$ cat src/rtl/fp16_adder.sv
// Brain-float (1/8/7) adder with round-to-nearest-even and flush-to-zero for subnormals.
// Latency 1 cycle, fully pipelined: every in_valid beat is accepted, there is no backpressure.
module fp16_adder #(
  parameter int EXP_SIZE      = 8,
  parameter int MANTISSA_SIZE = 7,
  parameter int SIGN_SIZE     = 1
) (
  input  logic                                        clk,
  input  logic                                        rst,
  input  logic                                        in_valid,
  input  logic [SIGN_SIZE+EXP_SIZE+MANTISSA_SIZE-1:0] a,
  input  logic [SIGN_SIZE+EXP_SIZE+MANTISSA_SIZE-1:0] b,
  output logic                                        out_valid,
  output logic [SIGN_SIZE+EXP_SIZE+MANTISSA_SIZE-1:0] sum,
  output logic                                        sum_zero,
  output logic                                        overflow
);

  localparam int W    = SIGN_SIZE + EXP_SIZE + MANTISSA_SIZE;
  localparam int E    = EXP_SIZE;
  localparam int M    = MANTISSA_SIZE;
  localparam int SW   = M + 4;
  localparam int LZW  = $clog2(SW);
  localparam int XW   = E + 2;
  localparam int EMAX = (1 << E) - 1;

  localparam logic [W-1:0] QNAN = {1'b0, {E{1'b1}}, 1'b1, {(M-1){1'b0}}};

  logic         sa, sb;
  logic [E-1:0] ea, eb;
  logic [M-1:0] ma, mb;

  assign {sa, ea, ma} = a;
  assign {sb, eb, mb} = b;

  logic a_zero, b_zero, a_inf, b_inf, a_nan, b_nan;

  assign a_zero = (ea == '0);
  assign b_zero = (eb == '0);
  assign a_inf  = (ea == E'(EMAX)) && (ma == '0);
  assign b_inf  = (eb == E'(EMAX)) && (mb == '0);
  assign a_nan  = (ea == E'(EMAX)) && (ma != '0);
  assign b_nan  = (eb == E'(EMAX)) && (mb != '0);

  // Order by magnitude so the subtraction below never goes negative.
  logic         a_ge;
  logic         sl;
  logic [E-1:0] el, es, diff;
  logic [M-1:0] ml, ms;

  assign a_ge = {ea, ma} >= {eb, mb};
  assign sl   = a_ge ? sa : sb;
  assign el   = a_ge ? ea : eb;
  assign ml   = a_ge ? ma : mb;
  assign es   = a_ge ? eb : ea;
  assign ms   = a_ge ? mb : ma;
  assign diff = el - es;

  logic [SW-1:0] sig_l, sig_s, sig_sh;
  logic          lost;

  assign sig_l = {1'b1, ml, 3'b000};
  assign sig_s = {1'b1, ms, 3'b000};

  always_comb begin
    sig_sh = '0;
    lost   = 1'b0;
    if (diff >= E'(SW)) begin
      sig_sh[0] = 1'b1;
    end else begin
      sig_sh    = sig_s >> diff;
      lost      = |(sig_s & ((SW'(1) << diff) - SW'(1)));
      sig_sh[0] = sig_sh[0] | lost;
    end
  end

  logic [SW:0] raw;

  assign raw = (sa == sb) ? ({1'b0, sig_l} + {1'b0, sig_sh})
                          : ({1'b0, sig_l} - {1'b0, sig_sh});

  logic [LZW-1:0] lz;
  logic           lz_found;

  always_comb begin
    lz       = '0;
    lz_found = 1'b0;
    for (int i = SW - 1; i >= 0; i--) begin
      if (!lz_found && raw[i]) begin
        lz       = LZW'(SW - 1 - i);
        lz_found = 1'b1;
      end
    end
  end

  logic [SW-1:0] norm;
  logic [XW-1:0] exp_n;

  always_comb begin
    if (raw[SW]) begin
      norm    = raw[SW:1];
      norm[0] = raw[1] | raw[0];
      exp_n   = XW'(el) + XW'(1);
    end else begin
      norm  = raw[SW-1:0] << lz;
      exp_n = XW'(el) - XW'(lz);
    end
  end

  logic          round_up;
  logic [M:0]    mant_r;
  logic [XW-1:0] exp_r;

  // Guard set and (round | sticky | odd lsb) rounds up: nearest, ties to even.
  assign round_up = norm[2] & (norm[1] | norm[0] | norm[3]);
  assign mant_r   = {1'b0, norm[SW-2:3]} + (M+1)'(round_up);
  assign exp_r    = exp_n + XW'(mant_r[M]);

  logic [W-1:0] res;
  logic         res_zero, res_ovf;

  always_comb begin
    res      = '0;
    res_zero = 1'b0;
    res_ovf  = 1'b0;
    if (a_nan || b_nan || (a_inf && b_inf && (sa != sb))) begin
      res = QNAN;
    end else if (a_inf) begin
      res = {sa, {E{1'b1}}, {M{1'b0}}};
    end else if (b_inf) begin
      res = {sb, {E{1'b1}}, {M{1'b0}}};
    end else if (a_zero && b_zero) begin
      res      = {sa & sb, {(W-1){1'b0}}};
      res_zero = 1'b1;
    end else if (a_zero) begin
      res = b;
    end else if (b_zero) begin
      res = a;
    end else if (raw == '0) begin
      res_zero = 1'b1;
    end else if (exp_n[XW-1] || (exp_n == '0)) begin
      res      = {sl, {(W-1){1'b0}}};
      res_zero = 1'b1;
    end else if (exp_r >= XW'(EMAX)) begin
      res     = {sl, {E{1'b1}}, {M{1'b0}}};
      res_ovf = 1'b1;
    end else begin
      res = {sl, exp_r[E-1:0], mant_r[M-1:0]};
    end
  end

  always_ff @(posedge clk) begin
    if (rst) begin
      out_valid <= 1'b0;
      sum       <= '0;
      sum_zero  <= 1'b0;
      overflow  <= 1'b0;
    end else begin
      out_valid <= in_valid;
      if (in_valid) begin
        sum      <= res;
        sum_zero <= res_zero;
        overflow <= res_ovf;
      end
    end
  end

endmodule

$ cat config.mk
export PLATFORM = sky130hd
export DESIGN_NAME = fp16_adder
export DESIGN_NICKNAME = d
export VERILOG_FILES = /design/src/rtl/fp16_adder.sv
export SDC_FILE = /design/constraint.sdc
export NUM_CORES = 1
export LEC_CHECK = 0
export CAP_MARGIN = 20
export CORE_MARGIN = 2
export CORE_UTILIZATION = 45
export CTS_CLUSTER_DIAMETER = 60
export CTS_CLUSTER_SIZE = 20
export DETAILED_ROUTE_END_ITERATION = 12
export PLACE_DENSITY = 0.67
export SLEW_MARGIN = 20
export SYNTH_ARGS = -nofsm -noshare
export SYNTH_HDL_FRONTEND = slang
export SYNTH_SLANG_ARGS = --single-unit
export TNS_END_PERCENT = 1
$ cat constraint.sdc
create_clock -name clk -period 16.05 [get_ports clk]
set_input_delay 3.21 -clock clk [delete_from_list [all_inputs] [get_ports clk]]
set_output_delay 3.21 -clock clk [all_outputs]
set_load 0.05 [all_outputs]
==> results.py, run 1 <==
metrics = {
    "yosys": {
        "synth.distinct_cells": 93,
        "synthesis.yosys.warnings": 0,
        "synth_flop_cell": "dfxtp_1",
        "synth-edff-count": 0,
        "post-synth-top-area-cell": "ha_1",
        "syn_area_per_cell_um2": 6.61,
        "synthDominantCellAreaShare_pct": 8.55,
        "synthArstFlopShare_pct": 0,
        "syn_area_um2": 5860,
        "synth_area_leaders": "ha_1 (8.5%), dfxtp_1 (6.5%), nand2_1 (6.0%), a21oi_1 (6.0%), o21ai_0 (5.7%)",
        "ys_seq_elements": 19,
        "yosysSeqAreaShare_pct": 6.50,
        "synthesis.instances": 886,
        "synthesis.nets": 963,
    },
    "sta": {
        "fmax_mhz": 68.7,
        "finalWorstPathRequiredPeriod_ns": 14.56,
        "worst_pin_slew_ns": 1.07,
        "finClkSkew_ns": 0,
        "min_period_over_period_pct": 90.7,
        "rsz0062_at_grt": "no",
        "timing_hold_violations_final": 0,
        "slew_viol_final": 0,
        "timing.setup.tns_ns": 0,
        "setup-violations-final": 0,
        "worst_slew_margin_rel_pct": 28.9,
    },
    "cts": {
        "worst_setup_hold_path_clk_slew_ns": 0.06,
        "clk-insertion-delay-late_ns": 0.25,
        "cts_buffer_depth": 2,
        "cts_hold_buf": 0,
        "clock_tree_from_tritoncts": "yes",
        "cts-root-buf": "clkbuf_16",
        "number_of_clock_buffers_inserted_by_tritoncts": 3,
        "clock_tree.htree_level_count": 1,
        "clock-sinks": 19,
        "post_cts.repair.setup_buffers": 0,
        "cts_repair_resize_count": 0,
    },
    "flow_run": {
        "max_cap_violations": 0,
    },
    "worst_setup_path": {
        "startpoint_class": "input port",
        "worstPathArrival_ns": 14.73,
        "cp.required_ns": 16.22,
        "worstSetupPathType": "input port to flip-flop",
        "critical-path-max-stage-delay_ns": 0.85,
        "endpoint_kind": "flip-flop",
        "critical_path_peak_fanout": 14,
        "cp_slowest_cell": "a211oi_2",
    },
    "floorplanning": {
        "die_width_um": 118,
        "core_um2": 12700,
        "dieArea_um2": 13900,
        "fp-row-count": 41,
        "io_pins": 54,
        "floorplan.initialDensity_pct": 46.2,
        "floorplan.die.height_um": 118,
    },
    "power": {
        "power.density_cell_area_nw_per_um2": 82.3,
        "cellLeakagePower_uw": 0.00255,
        "peakVddDrop_v": 0.0000439,
    },
    "placed_design": {
        "dp_hpwl_mm": 16.0,
        "gp_congestion": 0.967,
        "portBuffers": 53,
        "placement.cell_area_um2": 6460,
    },
    "route": {
        "drt-initial-drc-count": 710,
        "remaining_drc_errors": 0,
        "route.vias.total": 6974,
        "drtAntennaViolNets": 0,
        "viasPerCell": 6.48,
        "number_of_detailed_route_iterations_in_the_first_pass": 6,
        "avgRoutedWirePerCell_um": 18.9,
        "postRouteWirelength_mm": 20.3,
    },
    "final_layout": {
        "drive_above_1_share_pct": 5.53,
        "number_of_nets_in_the_finished_design": 982,
        "syn_to_final_growth_pct": 11.6,
        "finish.instance_area_um2": 6540,
        "nFillCells": 1301,
        "antenna-diode-count": 0,
    },
    "outcome": {
        "outcome": "completed",
    },
    "grt": {
        "grt.total_usage_pct": 28.2,
        "number_of_global_route_vias_before_repair": 6403,
        "grt_antenna_before_repair": 0,
        "wire_length_of_the_first_global_routing_pass_mm": 33.2,
        "largest_net_degree_at_the_start_of_global_routing": 42,
        "grt_remaining_overflow": 0,
    },
    "hold_path": {
        "worst_hold_path_type": "flip-flop to flip-flop",
    },
}
[stage by stage]
stage               setup WS [ns]  util [%]  hold WS (ns)  total power (µW)  std cells
global route                0.694      51.6         0.501               580       1076
floorplan                    3.33         -         0.661               369        886
finish                       1.49      51.6         0.478               538       1076
detailed placement           1.50      51.0         0.467               476       1072
CTS                          1.72      51.6         0.473               531       1076
global placement             1.85      51.0         0.449               477       1072
[cell usage after synthesis, types with 6 or more instances]
cell type	count
o211ai_1	10
ha_1	40
a21oi_1	70
a211oi_1	9
or3_1	11
nor4_1	11
a31oi_1	19
nor2b_1	12
mux2i_1	21
nand2_1	94
clkbuf_1	35
xor2_1	9
dfxtp_1	19
nand3_1	24
nor3_1	32
and2_1	8
nand4_1	18
xnor2_1	13
a21o_1	14
and3_1	13
nand2b_1	16
o21ai_0	67
nor2_1	88
inv_1	44
o211a_1	7
o22ai_1	7
o21bai_1	6
or4_1	7
o31ai_1	6
[layer usage]
layer	share of wire [%]	global-route usage (%)	up-vias
met5	0	0	-
li1	-	-	3410
met1	44	38.1	3204
met3	7.1	2.91	38
met4	2.3	6.17	0
met2	47	48.3	322
[worst max-delay path: cells and delay by family]
family,cells,cell delay [ns]
buf+inv,3,0.91
mux,1,0.16
fa+ha+maj,5,1.55
compound gates,24,6.36
xor+xnor,1,0.80
simple gates,10,1.75
[final timing paths]
path                  from        to  slack [ns]  cells after the start
setup reg to reg    sum[5]    sum[5]       14.84                      5
setup / recovery     b[12]   sum[11]        1.49                     44
hold reg to reg   sum_zero  sum_zero        0.48                      2
hold / removal    sum_zero  sum_zero        0.48                      2
[layout by cell type, fill, tap and decap left out, types with 16 or more instances in the layout]
master / Yosys / final
dfxtp_1: 19 / 19
o21ai_0: 67 / 67
mux2i_1: 21 / 21
nor2_1: 88 / 88
a31oi_1: 19 / 19
nand3_1: 24 / 24
a21oi_1: 70 / 70
nand2_1: 94 / 94
ha_1: 40 / 40
nand4_1: 18 / 18
nor3_1: 32 / 32
nand2b_1: 16 / 16
inv_1: 44 / 44
clkdlybuf4s50_1: 0 / 53
[final cells by class]
class,instances,area [µm²],area share [%]
inverter,45,169,2.58
multi-input combinational,776,5110,78.2
sequential,19,380,5.82
timing repair buffer,60,583,8.92
clock buffer,4,78.8,1.21
tap,172,215,3.29
[report_power, final]
| part | total (µW) | switching, µW | internal [µW] |
|---|---|---|---|
| sequential | 62.1 | 6.34 | 55.7 |
| combinational | 424 | 270 | 153 |
| clock | 52.3 | 18.5 | 33.8 |
| total | 538 | 295 | 243 |
[kinds of logic (layout without fill, tap and decap cells)]
family,Yosys count,after routing,share of synthesized area (%)
buffers and inverters,91,109,6.22
and+or+nand+nor,371,371,32.2
xor gates and xnor gates,23,23,3.57
muxes,28,28,5.32
adders and majority gates,42,42,9.23
DFF,19,19,6.50
AOI/OAI and AO/OA,312,312,36.9
[registers in the layout, indices dropped and copies added, names as in the netlist]
| signal | flops |
|---|---|
| sum | 16 |
| out_valid | 1 |
| overflow | 1 |
| sum_zero | 1 |
No activity file was read; power rests on OpenSTA's default activity.
==> run 2: changes to the inputs <==
--- a/config.mk
+++ b/config.mk
@@ -12,6 +12,7 @@
 export CTS_CLUSTER_SIZE = 20
 export DETAILED_ROUTE_END_ITERATION = 12
 export PLACE_DENSITY = 0.67
+export SKIP_CTS_REPAIR_TIMING = 1
 export SLEW_MARGIN = 20
 export SYNTH_ARGS = -nofsm -noshare
 export SYNTH_HDL_FRONTEND = slang
==> results of run 2 <==
Same layout as run 1: the final DEF is identical, and so are final timing and power.
